--- src/rtl/spi_txc_ctrl.sv ---
// Transmit-side SPI controller: serialises 8/16/32-bit frames on shift_out, optional trailing CRC frame.
// Optional feature macro: SPI_TXC_CRC_EN (CRC register, CRC frame and tx_crc_en).
module spi_txc_ctrl #(
    parameter int CNT_W = 13
) (
    input  logic             sclk_tx,
    input  logic             spi_tx_rstn,
    input  logic [31:0]      spi_tx_data,
    input  logic [1:0]       df,
    input  logic [CNT_W-1:0] spi_tnum_max,
    input  logic             lsbf,
    input  logic             crc_en,
    input  logic             rxonly,
    input  logic [31:0]      crc_poly,
    output logic [31:0]      tx_crc_data_out,
    output logic             tx_start,
    output logic             tx_num_max_en,
    output logic             tx_crc_en,
    output logic             shift_out
);

`ifdef SPI_TXC_CRC_EN
    localparam logic CRC_IMPL = 1'b1;
`else
    localparam logic CRC_IMPL = 1'b0;
`endif

    typedef enum logic [1:0] {S_IDLE, S_DATA, S_CRC, S_DONE} state_t;

    state_t           state_q, state_d;
    logic [4:0]       bit_q, bit_d;
    logic [CNT_W-1:0] frame_q, frame_d;
    logic [31:0]      data_q, data_d;
    logic [1:0]       wcode_q, wcode_d;
    logic             lsbf_q, lsbf_d;
    logic [31:0]      poly_q, poly_d;
    logic [31:0]      crc_q, crc_d;
    logic             so_q, so_d;
    logic             start_q, start_d;
    logic             nmax_q, nmax_d;
    logic             crcen_q, crcen_d;

    function automatic logic [5:0] width_of(input logic [1:0] code);
        case (code)
            2'b01:   return 6'd16;
            2'b10:   return 6'd32;
            default: return 6'd8;
        endcase
    endfunction

    function automatic logic pick(input logic [31:0] v, input logic [5:0] n,
                                  input logic lsb, input logic [4:0] idx);
        logic [4:0] pos;
        pos = lsb ? idx : 5'(n - 6'd1 - {1'b0, idx});
        return v[pos];
    endfunction

    function automatic logic [31:0] crc_step(input logic [31:0] crc, input logic b,
                                             input logic [31:0] poly, input logic [5:0] n);
        logic [31:0] mask;
        logic        fb;
        mask = (n == 6'd32) ? '1 : ((32'h1 << n) - 32'h1);
        fb   = crc[5'(n - 6'd1)] ^ b;
        return ({crc[30:0], 1'b0} ^ (fb ? poly : '0)) & mask;
    endfunction

    logic [5:0]       n_cur, n_new;
    logic [CNT_W:0]   tmax_x, fnext;
    logic             load, nb;
    logic [CNT_W-1:0] load_frame;
    logic [4:0]       bnext;

    always_comb begin
        state_d    = state_q;
        bit_d      = bit_q;
        frame_d    = frame_q;
        data_d     = data_q;
        wcode_d    = wcode_q;
        lsbf_d     = lsbf_q;
        poly_d     = poly_q;
        crc_d      = crc_q;
        so_d       = 1'b0;
        start_d    = 1'b0;
        nmax_d     = 1'b0;
        crcen_d    = 1'b0;
        load       = 1'b0;
        load_frame = '0;
        nb         = 1'b0;
        n_cur      = width_of(wcode_q);
        n_new      = width_of(df);
        tmax_x     = (spi_tnum_max == '0) ? (CNT_W+1)'(1) : {1'b0, spi_tnum_max};
        fnext      = {1'b0, frame_q} + (CNT_W+1)'(1);
        bnext      = bit_q + 5'd1;

        case (state_q)
            S_IDLE: begin
                if (!rxonly) load = 1'b1;
            end
            S_DATA: begin
                if (rxonly) begin
                    state_d = S_DONE;
                end else if (bit_q != 5'(n_cur - 6'd1)) begin
                    bit_d  = bnext;
                    nb     = pick(data_q, n_cur, lsbf_q, bnext);
                    so_d   = nb;
                    nmax_d = nmax_q;
                    if (CRC_IMPL) crc_d = crc_step(crc_q, nb, poly_q, n_cur);
                end else if (fnext < tmax_x) begin
                    load       = 1'b1;
                    load_frame = fnext[CNT_W-1:0];
                end else if (CRC_IMPL && crc_en) begin
                    state_d = S_CRC;
                    bit_d   = '0;
                    so_d    = pick(crc_q, n_cur, lsbf_q, 5'd0);
                    crcen_d = 1'b1;
                end else begin
                    state_d = S_DONE;
                end
            end
            S_CRC: begin
                if (rxonly || bit_q == 5'(n_cur - 6'd1)) begin
                    state_d = S_DONE;
                end else begin
                    bit_d   = bnext;
                    so_d    = pick(crc_q, n_cur, lsbf_q, bnext);
                    crcen_d = 1'b1;
                end
            end
            default: state_d = S_DONE;
        endcase

        // Frame load is shared by the IDLE start and the back-to-back reload; config is captured here.
        if (load) begin
            state_d = S_DATA;
            bit_d   = '0;
            frame_d = load_frame;
            data_d  = spi_tx_data;
            wcode_d = df;
            lsbf_d  = lsbf;
            poly_d  = crc_poly;
            nb      = pick(spi_tx_data, n_new, lsbf, 5'd0);
            so_d    = nb;
            start_d = 1'b1;
            nmax_d  = ({1'b0, load_frame} == tmax_x - (CNT_W+1)'(1));
            if (CRC_IMPL) crc_d = crc_step(crc_q, nb, crc_poly, n_new);
        end
    end

    always_ff @(posedge sclk_tx or negedge spi_tx_rstn) begin
        if (!spi_tx_rstn) begin
            state_q <= S_IDLE;
            bit_q   <= '0;
            frame_q <= '0;
            data_q  <= '0;
            wcode_q <= '0;
            lsbf_q  <= 1'b0;
            poly_q  <= '0;
            crc_q   <= '0;
            so_q    <= 1'b0;
            start_q <= 1'b0;
            nmax_q  <= 1'b0;
            crcen_q <= 1'b0;
        end else begin
            state_q <= state_d;
            bit_q   <= bit_d;
            frame_q <= frame_d;
            data_q  <= data_d;
            wcode_q <= wcode_d;
            lsbf_q  <= lsbf_d;
            poly_q  <= poly_d;
            crc_q   <= crc_d;
            so_q    <= so_d;
            start_q <= start_d;
            nmax_q  <= nmax_d;
            crcen_q <= crcen_d;
        end
    end

    assign tx_crc_data_out = crc_q;
    assign tx_start        = start_q;
    assign tx_num_max_en   = nmax_q;
    assign tx_crc_en       = crcen_q;
    assign shift_out       = so_q;

endmodule

--- config.mk ---
export PLATFORM = sky130hd
export DESIGN_NAME = spi_txc_ctrl
export DESIGN_NICKNAME = d
export VERILOG_FILES = /design/src/rtl/spi_txc_ctrl.sv
export SDC_FILE = /design/constraint.sdc
export NUM_CORES = 1
export LEC_CHECK = 0
export BUFFER_PORTS_ARGS = -buffer_cell sky130_fd_sc_hd__buf_2
export CORE_ASPECT_RATIO = 1.1
export CORE_UTILIZATION = 57
export CTS_BUF_LIST = sky130_fd_sc_hd__clkbuf_16
export DETAILED_ROUTE_END_ITERATION = 10
export PLACE_DENSITY = 0.87
export SLEW_MARGIN = 25
export SYNTH_ARGS = -nofsm -noshare
export SYNTH_HDL_FRONTEND = slang
export SYNTH_SLANG_ARGS = --single-unit
--- constraint.sdc ---
create_clock -name sclk_tx -period 8.25 [get_ports sclk_tx]
set_clock_uncertainty 0.05 [all_clocks]
set_input_delay 0.825 -clock sclk_tx [delete_from_list [all_inputs] [get_ports sclk_tx]]
set_output_delay 0.825 -clock sclk_tx [all_outputs]
set_load 0.005 [all_outputs]
Yosys cells after proc, flatten, opt, wreduce, memory -nomap -nowiden
Memories as Yosys holds them, arrays and structs flattened.
Index checks and enable logic that the tools add are counted.
{"block": "classes", "n_eq_ne": 16, "n_lt_le_gt_ge": 3, "mux": 42, "addsub": 6, "n_reduce_logical": 6}
{"operator": "13-bit 2-to-1 mux", "count": 5}
{"operator": "5-bit 2-to-1 mux", "count": 6}
{"operator": "5-bit one-hot mux with 2 select lines", "count": 3}
{"operator": "1-bit 2-to-1 mux", "count": 18}
{"operator": "13-bit by 1-bit adder with 14-bit output (second input constant)", "count": 1}
{"operator": "13-bit by 14-bit == test with 1-bit output", "count": 1}
{"operator": "14-bit by 13-bit less-than comparator with 1-bit output", "count": 1}
{"operator": "13-bit by 1-bit subtractor with 14-bit output (second input constant)", "count": 1}
{"operator": "13-bit zero test", "count": 1}
{"operator": "5-bit by 6-bit less-than comparator with 1-bit output (second input constant)", "count": 2}
{"operator": "3-bit inequality test (second input constant)", "count": 4}
{"operator": "1-bit binary-select mux with 5-bit select", "count": 2}
{"operator": "2-bit 2-to-1 mux", "count": 5}
{"operator": "5-bit by 1-bit subtractor with 5-bit output (second input constant)", "count": 2}
{"operator": "4-bit inequality test (second input constant)", "count": 2}
{"operator": "4-bit AND reduction", "count": 2}
{"operator": "2-bit by 1-bit == test with 1-bit output (second input constant)", "count": 3}
{"operator": "2-bit == test (second input constant)", "count": 3}
{"operator": "2-bit one-hot mux with 3 select lines", "count": 1}
{"operator": "5-bit by 1-bit adder with 5-bit output (second input constant)", "count": 1}
{"operator": "5-bit == test", "count": 1}
{"operator": "5-bit inequality test", "count": 1}
{"operator": "5-bit subtractor", "count": 1}
{"operator": "1-bit one-hot mux with 2 select lines", "count": 2}
{"operator": "4 further kinds", "count": 4}
{"block": "word_totals", "register_bits": 59, "romBits": 32, "in_bits": 84, "output_inout_bits": 36, "word_cells": 84, "n_memories": 1}
{"name": "(no name shown)", "words": 32, "width": 1, "read_ports": 1, "rd_ports_with_merged_regs": 0, "wr": 0, "line": "55", "source": "return v[pos];"}

Longest topological paths before layout
{"block": "depth", "ltp_word": 11, "ltp_mapped": 17, "ltp_nobuf": 17}

Worst setup path after synthesis
OpenSTA, ideal clock, no wires.
{"block": "synth_timing", "kind": "register to register", "startpoint": "register frame_q[0]", "endpoint": "register nmax_q (netlist: tx_num_max_en)", "required_ns": 8.105, "setup_time_ns": 0.095, "slack_ns": 3.840, "stages_incl_launch_ff": 16, "synth_period_minus_slack_ns": 4.410, "t_arrival_ns": 4.264, "n_path_buf": 0, "path_cell_list": "dfrtp_1 > ha_1 > nand3_1 > or2_2 > nor2_1 > xnor2_1 > inv_1 > ha_1 > and3_1 > a2111oi_1 > nand4_1 > nor2_8 > o21bai_4 > or4_1 > or4_1 > o31ai_1"}
{"block": "synth_between", "elab_chain_cells": 8, "word_cells_on_any_way": 13, "classes_between": "add/sub (1); order compare (1); eq/ne (2); mux (9)"}
{"element": "start: declaration", "line": "32", "source": "logic [CNT_W-1:0] frame_q, frame_d;"}
{"element": "start signal: assignment", "line": "166", "source": "frame_q <= frame_d;"}
{"element": "13-bit by 1-bit adder with 14-bit output (*)", "line": "92", "source": "fnext = {1'b0, frame_q} + (CNT_W+1)'(1);"}
{"element": "14-bit by 13-bit less-than comparator with 1-bit output", "line": "108", "source": "end else if (fnext < tmax_x) begin"}
{"element": "13-bit 2-to-1 mux", "line": "108"}
{"element": "13-bit 2-to-1 mux", "line": "102", "source": "end else if (bit_q != 5'(n_cur - 6'd1)) begin"}
{"element": "13-bit 2-to-1 mux", "line": "100", "source": "if (rxonly) begin"}
{"element": "13-bit 2-to-1 mux", "line": "95", "source": "case (state_q)"}
{"element": "13-bit by 14-bit == test with 1-bit output", "line": "144", "source": "nmax_d = ({1'b0, load_frame} == tmax_x - (CNT_W+1)'(1));"}
{"element": "1-bit 2-to-1 mux", "line": "133", "source": "if (load) begin"}
{"element": "end signal: assignment", "line": "174", "source": "nmax_q <= nmax_d;"}
{"element": "end: declaration", "line": "40", "source": "logic nmax_q, nmax_d;"}
Mark *: on every way between the ends. The rest lies on a longest branch, timed or not.
A chain may end at the register's enable or synchronous reset.

Worst setup path in the final report
Ends and elaborated chain as after synthesis.

==> summary.txt <==
Layout
  • Area taken by flip-flops and latches: ~0.0015 mm²
  • Share of cells above drive strength 1: 0.170
  • Area occupied by multi-input gates: about 0.0023 mm²
  • Post-layout nets: roughly 630
  • Non-Filler Instances: a little over 600
  • Filler Cells Inserted: between 500 and 600
  • Antenna diode instance count: 0
  • Synth-to-Final Area Change: 13.5%

Floorplanning
  • Core outline area: ~0.007 mm²
  • Row count: 32
  • Chip Width: 82.9 µm
  • Effective utilization at floorplan: 0.589
  • Ports: 120
  • Die Y: roughly 91 µm
  • Total Die Area: ~0.0075 mm²

Pwr
  • Largest vdd supply drop: around 170 µV
  • Cell area power density: approximately 200 mW/mm²
  • Leakage dissipation: ~2.3 nW

Timing
  • Setup repair after global routing missed its margin: no
  • Fin crit share: 0.657
  • Worst hold slack: 0.420 ns
  • Setup TNS Final: 0 ns
  • Setup violations, final: 0
  • Post-layout min period: about 5.4 ns
  • Total count of hold-check failures in the final report: 0
  • Transition time at the pin with the least slew margin: around 0.92 ns
  • Relative slew slack: 0.382
  • Highest clock rate: around 180 MHz
  • Max-slew violation count: 0

Yosys
  • Async set-reset flop share out of synthesis: 1.00
  • Syn_area_per_cell: approximately 8.6 µm²
  • Fraction of synthesized cell area taken by the top area cell type: 0.360
  • Leading area contributor after synthesis: sky130_fd_sc_hd__dfrtp_1
  • Syn Inst Count: 477
  • Cell area after technology mapping: 0.00410 mm²
  • Leading post-synthesis cells by cell area: sky130_fd_sc_hd__dfrtp_1 36%, sky130_fd_sc_hd__nand2_1 12%, sky130_fd_sc_hd__buf_4 5.9%
  • Seq cells post-synth: 59
  • Primary FF master, synth: sky130_fd_sc_hd__dfrtp_1
  • Number of different library cells in the post-synthesis netlist: 57
  • Sequential share of the synthesized area: 0.360
  • Number of warnings issued by yosys: 0
  • Post-synth EDFFs: 0

Placed design
  • Final weighted congestion of routability-driven global placement: between 0.8 and 0.9
  • Placed wire-length estimate after detailed placement: ~6.4 mm
  • Buffers added on ports: 54
  • Total placed cells including tap cells: approximately 600

Detailed routing
  • DR vias: 3559
  • First-pass detailed-route iteration total: 5
  • Remaining DRCs: 0
  • Vias per Instance: 5.74
  • Count of nets left with antenna violations after detail routing: 0
  • Final wirelength: around 9.3 mm
  • First DRT Iteration DRCs: ~260
  • Average wire length per cell after detail routing: 15.1 µm

Min path
  • Source of the worst hold timing path: data_q[26]
  • Hold/Removal Path Class: register to register
  • Hold Crit Endpoint: data_q[26]
  • Worst Hold Path Cells: 2

Worst setup path
  • Type of origin of the critical path: register
  • Critical path arrival: between 5 and 6 ns
  • Beginning of the worst register-to-register path: frame_q[0]
  • R2r endpoint: tx_num_max_en
  • Data required time of the critical path: roughly 8.4 ns
  • Logic depth of the worst register-to-register path: 15
  • Type of the setup path with the least slack: register to register
  • Maximum fanout encountered on the critical timing path: 16
  • Endpoint class of the critical path: register
  • FF-to-FF setup slack: ~2.8 ns
  • Critical path origin: frame_q[0]

Global routing
  • Global-route congestion overflow total: 0
  • Antenna violations before repair: 0
  • Global Route Usage Sum: 0.262
  • Via count of the first global-routing pass: roughly 3600
  • Wire length of the first global-routing pass: 16.0 mm
  • Largest net degree at the start of global routing: 60

CTS
  • Number of gates given a new drive strength after cts: 0
  • Num Clock Sinks: 59
  • Latest clock arrival within the worst-skew pair: 0.32 ns
  • CTS Buf Count: 9
  • Cts-stage hold buffer count: 0
  • Number of buffers on the longest clock path: 2
  • Clock transition at the register clock pins on the worst setup and hold paths after CTS: ~0.05 ns
  • Root buf cell: sky130_fd_sc_hd__clkbuf_16
  • Post CTS Setup Buffer Count: 0
  • H-tree Lvls: 3
  • CTS tree: built

Run
  • Max Cap Violations: 0

Outcome
  • Result of the run: finished, final reports clean
==> layer usage <==
metal / global-route usage / vias up / routed length, µm
li1: - / 1676 / -
met3: 0.0500 / 30 / 483
met1: 0.313 / 1689 / 3830
met4: 0.134 / 0 / 297
met5: 0 / - / 0
met2: 0.449 / 164 / 4730
==> Yosys cell counts (2+ instances only) <==
cell,number
sky130_fd_sc_hd__nand2_1,130
sky130_fd_sc_hd__dfrtp_1,59
sky130_fd_sc_hd__buf_4,32
sky130_fd_sc_hd__inv_1,26
sky130_fd_sc_hd__o21ai_0,23
sky130_fd_sc_hd__xnor2_1,23
sky130_fd_sc_hd__ha_1,18
sky130_fd_sc_hd__nor2_1,17
sky130_fd_sc_hd__a21oi_1,14
sky130_fd_sc_hd__nand3_1,12
sky130_fd_sc_hd__clkbuf_1,11
sky130_fd_sc_hd__xor2_1,10
sky130_fd_sc_hd__mux4_2,9
sky130_fd_sc_hd__nor3_1,8
sky130_fd_sc_hd__nand4_1,7
sky130_fd_sc_hd__o31ai_1,7
sky130_fd_sc_hd__mux2i_1,5
sky130_fd_sc_hd__nor2b_1,5
sky130_fd_sc_hd__and3_1,4
sky130_fd_sc_hd__or4_1,4
sky130_fd_sc_hd__a211oi_1,3
sky130_fd_sc_hd__a22o_1,3
sky130_fd_sc_hd__a32oi_1,3
sky130_fd_sc_hd__nand2b_1,3
sky130_fd_sc_hd__o32ai_1,3
sky130_fd_sc_hd__and2_1,2
sky130_fd_sc_hd__buf_1,2
sky130_fd_sc_hd__nor3b_1,2
sky130_fd_sc_hd__o221ai_1,2
sky130_fd_sc_hd__or2_2,2
sky130_fd_sc_hd__or3_1,2
==> kinds of logic (layout without fill, tap and decap cells) <==
| logic type | after synthesis | after routing | share of synthesized area |
|---|---|---|---|
| other | 1 | 32 | 0.000915 |
| and+or+nand+nor | 205 | 205 | 0.229 |
| muxes | 15 | 15 | 0.0644 |
| AOI/OAI and AO/OA | 72 | 72 | 0.122 |
| adders and majority gates | 18 | 18 | 0.0549 |
| buffers and inverters | 74 | 101 | 0.0973 |
| DFF | 59 | 59 | 0.360 |
| xor gates and xnor gates | 33 | 33 | 0.0705 |
==> through the flow <==
stage               instance area, µm²  utilization  total power [mW]  worst slack [ns]
CTS                               4660        0.668             0.930              2.77
finish                            4660        0.668             0.926              2.83
detailed placement                4320        0.620             0.511              2.84
floorplan                         4220            -             0.466              3.84
global route                      4660        0.668             0.965              2.58
global placement                  4320        0.620             0.503              3.08
==> power by group <==
| group | total [mW] | leakage, nW | internal, mW | switching (mW) |
|---|---|---|---|---|
| clock network | 0.416 | 0.166 | 0.291 | 0.125 |
| logic | 0.180 | 1.40 | 0.0865 | 0.0939 |
| registers | 0.329 | 0.759 | 0.312 | 0.0168 |
| total | 0.926 | 2.33 | 0.690 | 0.236 |
==> worst max path at each step <==
stage,end,cells past startpoint
final,tx_num_max_en,15
after CTS,bit_q[2],17
after global routing,bit_q[2],17
after detailed placement,bit_q[2],17
after global placement,bit_q[2],17
after floorplan,tx_num_max_en,15
==> area by class of cell <==
| type | instances | area share |
|---|---|---|
| Multi-Input combinational cell | 375 | 0.503 |
| Sequential cell | 59 | 0.317 |
| Timing Repair Buffer | 57 | 0.0629 |
| Clock buffer | 9 | 0.0484 |
| Clock inverter | 7 | 0.0234 |
| Tap cell | 85 | 0.0228 |
| Inverter | 28 | 0.0226 |
==> cell usage in the layout (no fill, tap or decap), drive strengths merged, types with 2 or more instances in the layout <==
cell type  synthesis  final
nand2            130    130
dfrtp             59     59
buf               35     57
conb               1     32
inv               27     30
o21ai             24     24
xnor2             23     23
ha                18     18
nor2              18     18
a21oi             14     14
nand3             12     12
xor2              10     10
mux4               9      9
clkbuf            11      9
nor3               9      9
nand4              8      8
o31ai              7      7
nor2b              5      5
mux2i              5      5
and3               4      4
or4                4      4
a211oi             3      3
o32ai              3      3
nand2b             3      3
a32oi              3      3
a22o               3      3
bufinv             0      3
or2                2      2
o221ai             2      2
and2               2      2
nor3b              2      2
or3                2      2
nor4               2      2
a41oi              2      2
a2111oi            2      2
o21bai             2      2
==> critical path: stages (launching register included) <==
cell and delay, ns:
sky130_fd_sc_hd__dfrtp_1 0.45, sky130_fd_sc_hd__ha_1 0.28, sky130_fd_sc_hd__nand3_1 0.24, sky130_fd_sc_hd__or2_2 0.38, sky130_fd_sc_hd__nor2_1 0.14, sky130_fd_sc_hd__xnor2_1 0.24
sky130_fd_sc_hd__inv_1 0.12, sky130_fd_sc_hd__ha_1 0.31, sky130_fd_sc_hd__and3_1 0.24, sky130_fd_sc_hd__a2111oi_1 0.68, sky130_fd_sc_hd__nand4_1 0.40, sky130_fd_sc_hd__nor2_8 0.38
sky130_fd_sc_hd__o21bai_4 0.11, sky130_fd_sc_hd__or4_1 0.52, sky130_fd_sc_hd__or4_1 0.52, sky130_fd_sc_hd__o31ai_1 0.26
==> registers in the layout, indices dropped and copies added (netlist names) <==
| signal | count |
|---|---|
| data_q | 32 |
| frame_q | 13 |
| bit_q | 5 |
| state_q | 2 |
| wcode_q | 2 |
| lsbf_q | 1 |
| shift_out | 1 |
| tx_crc_en | 1 |
| tx_num_max_en | 1 |
| tx_start | 1 |
(Power assumes the default switching activity.)
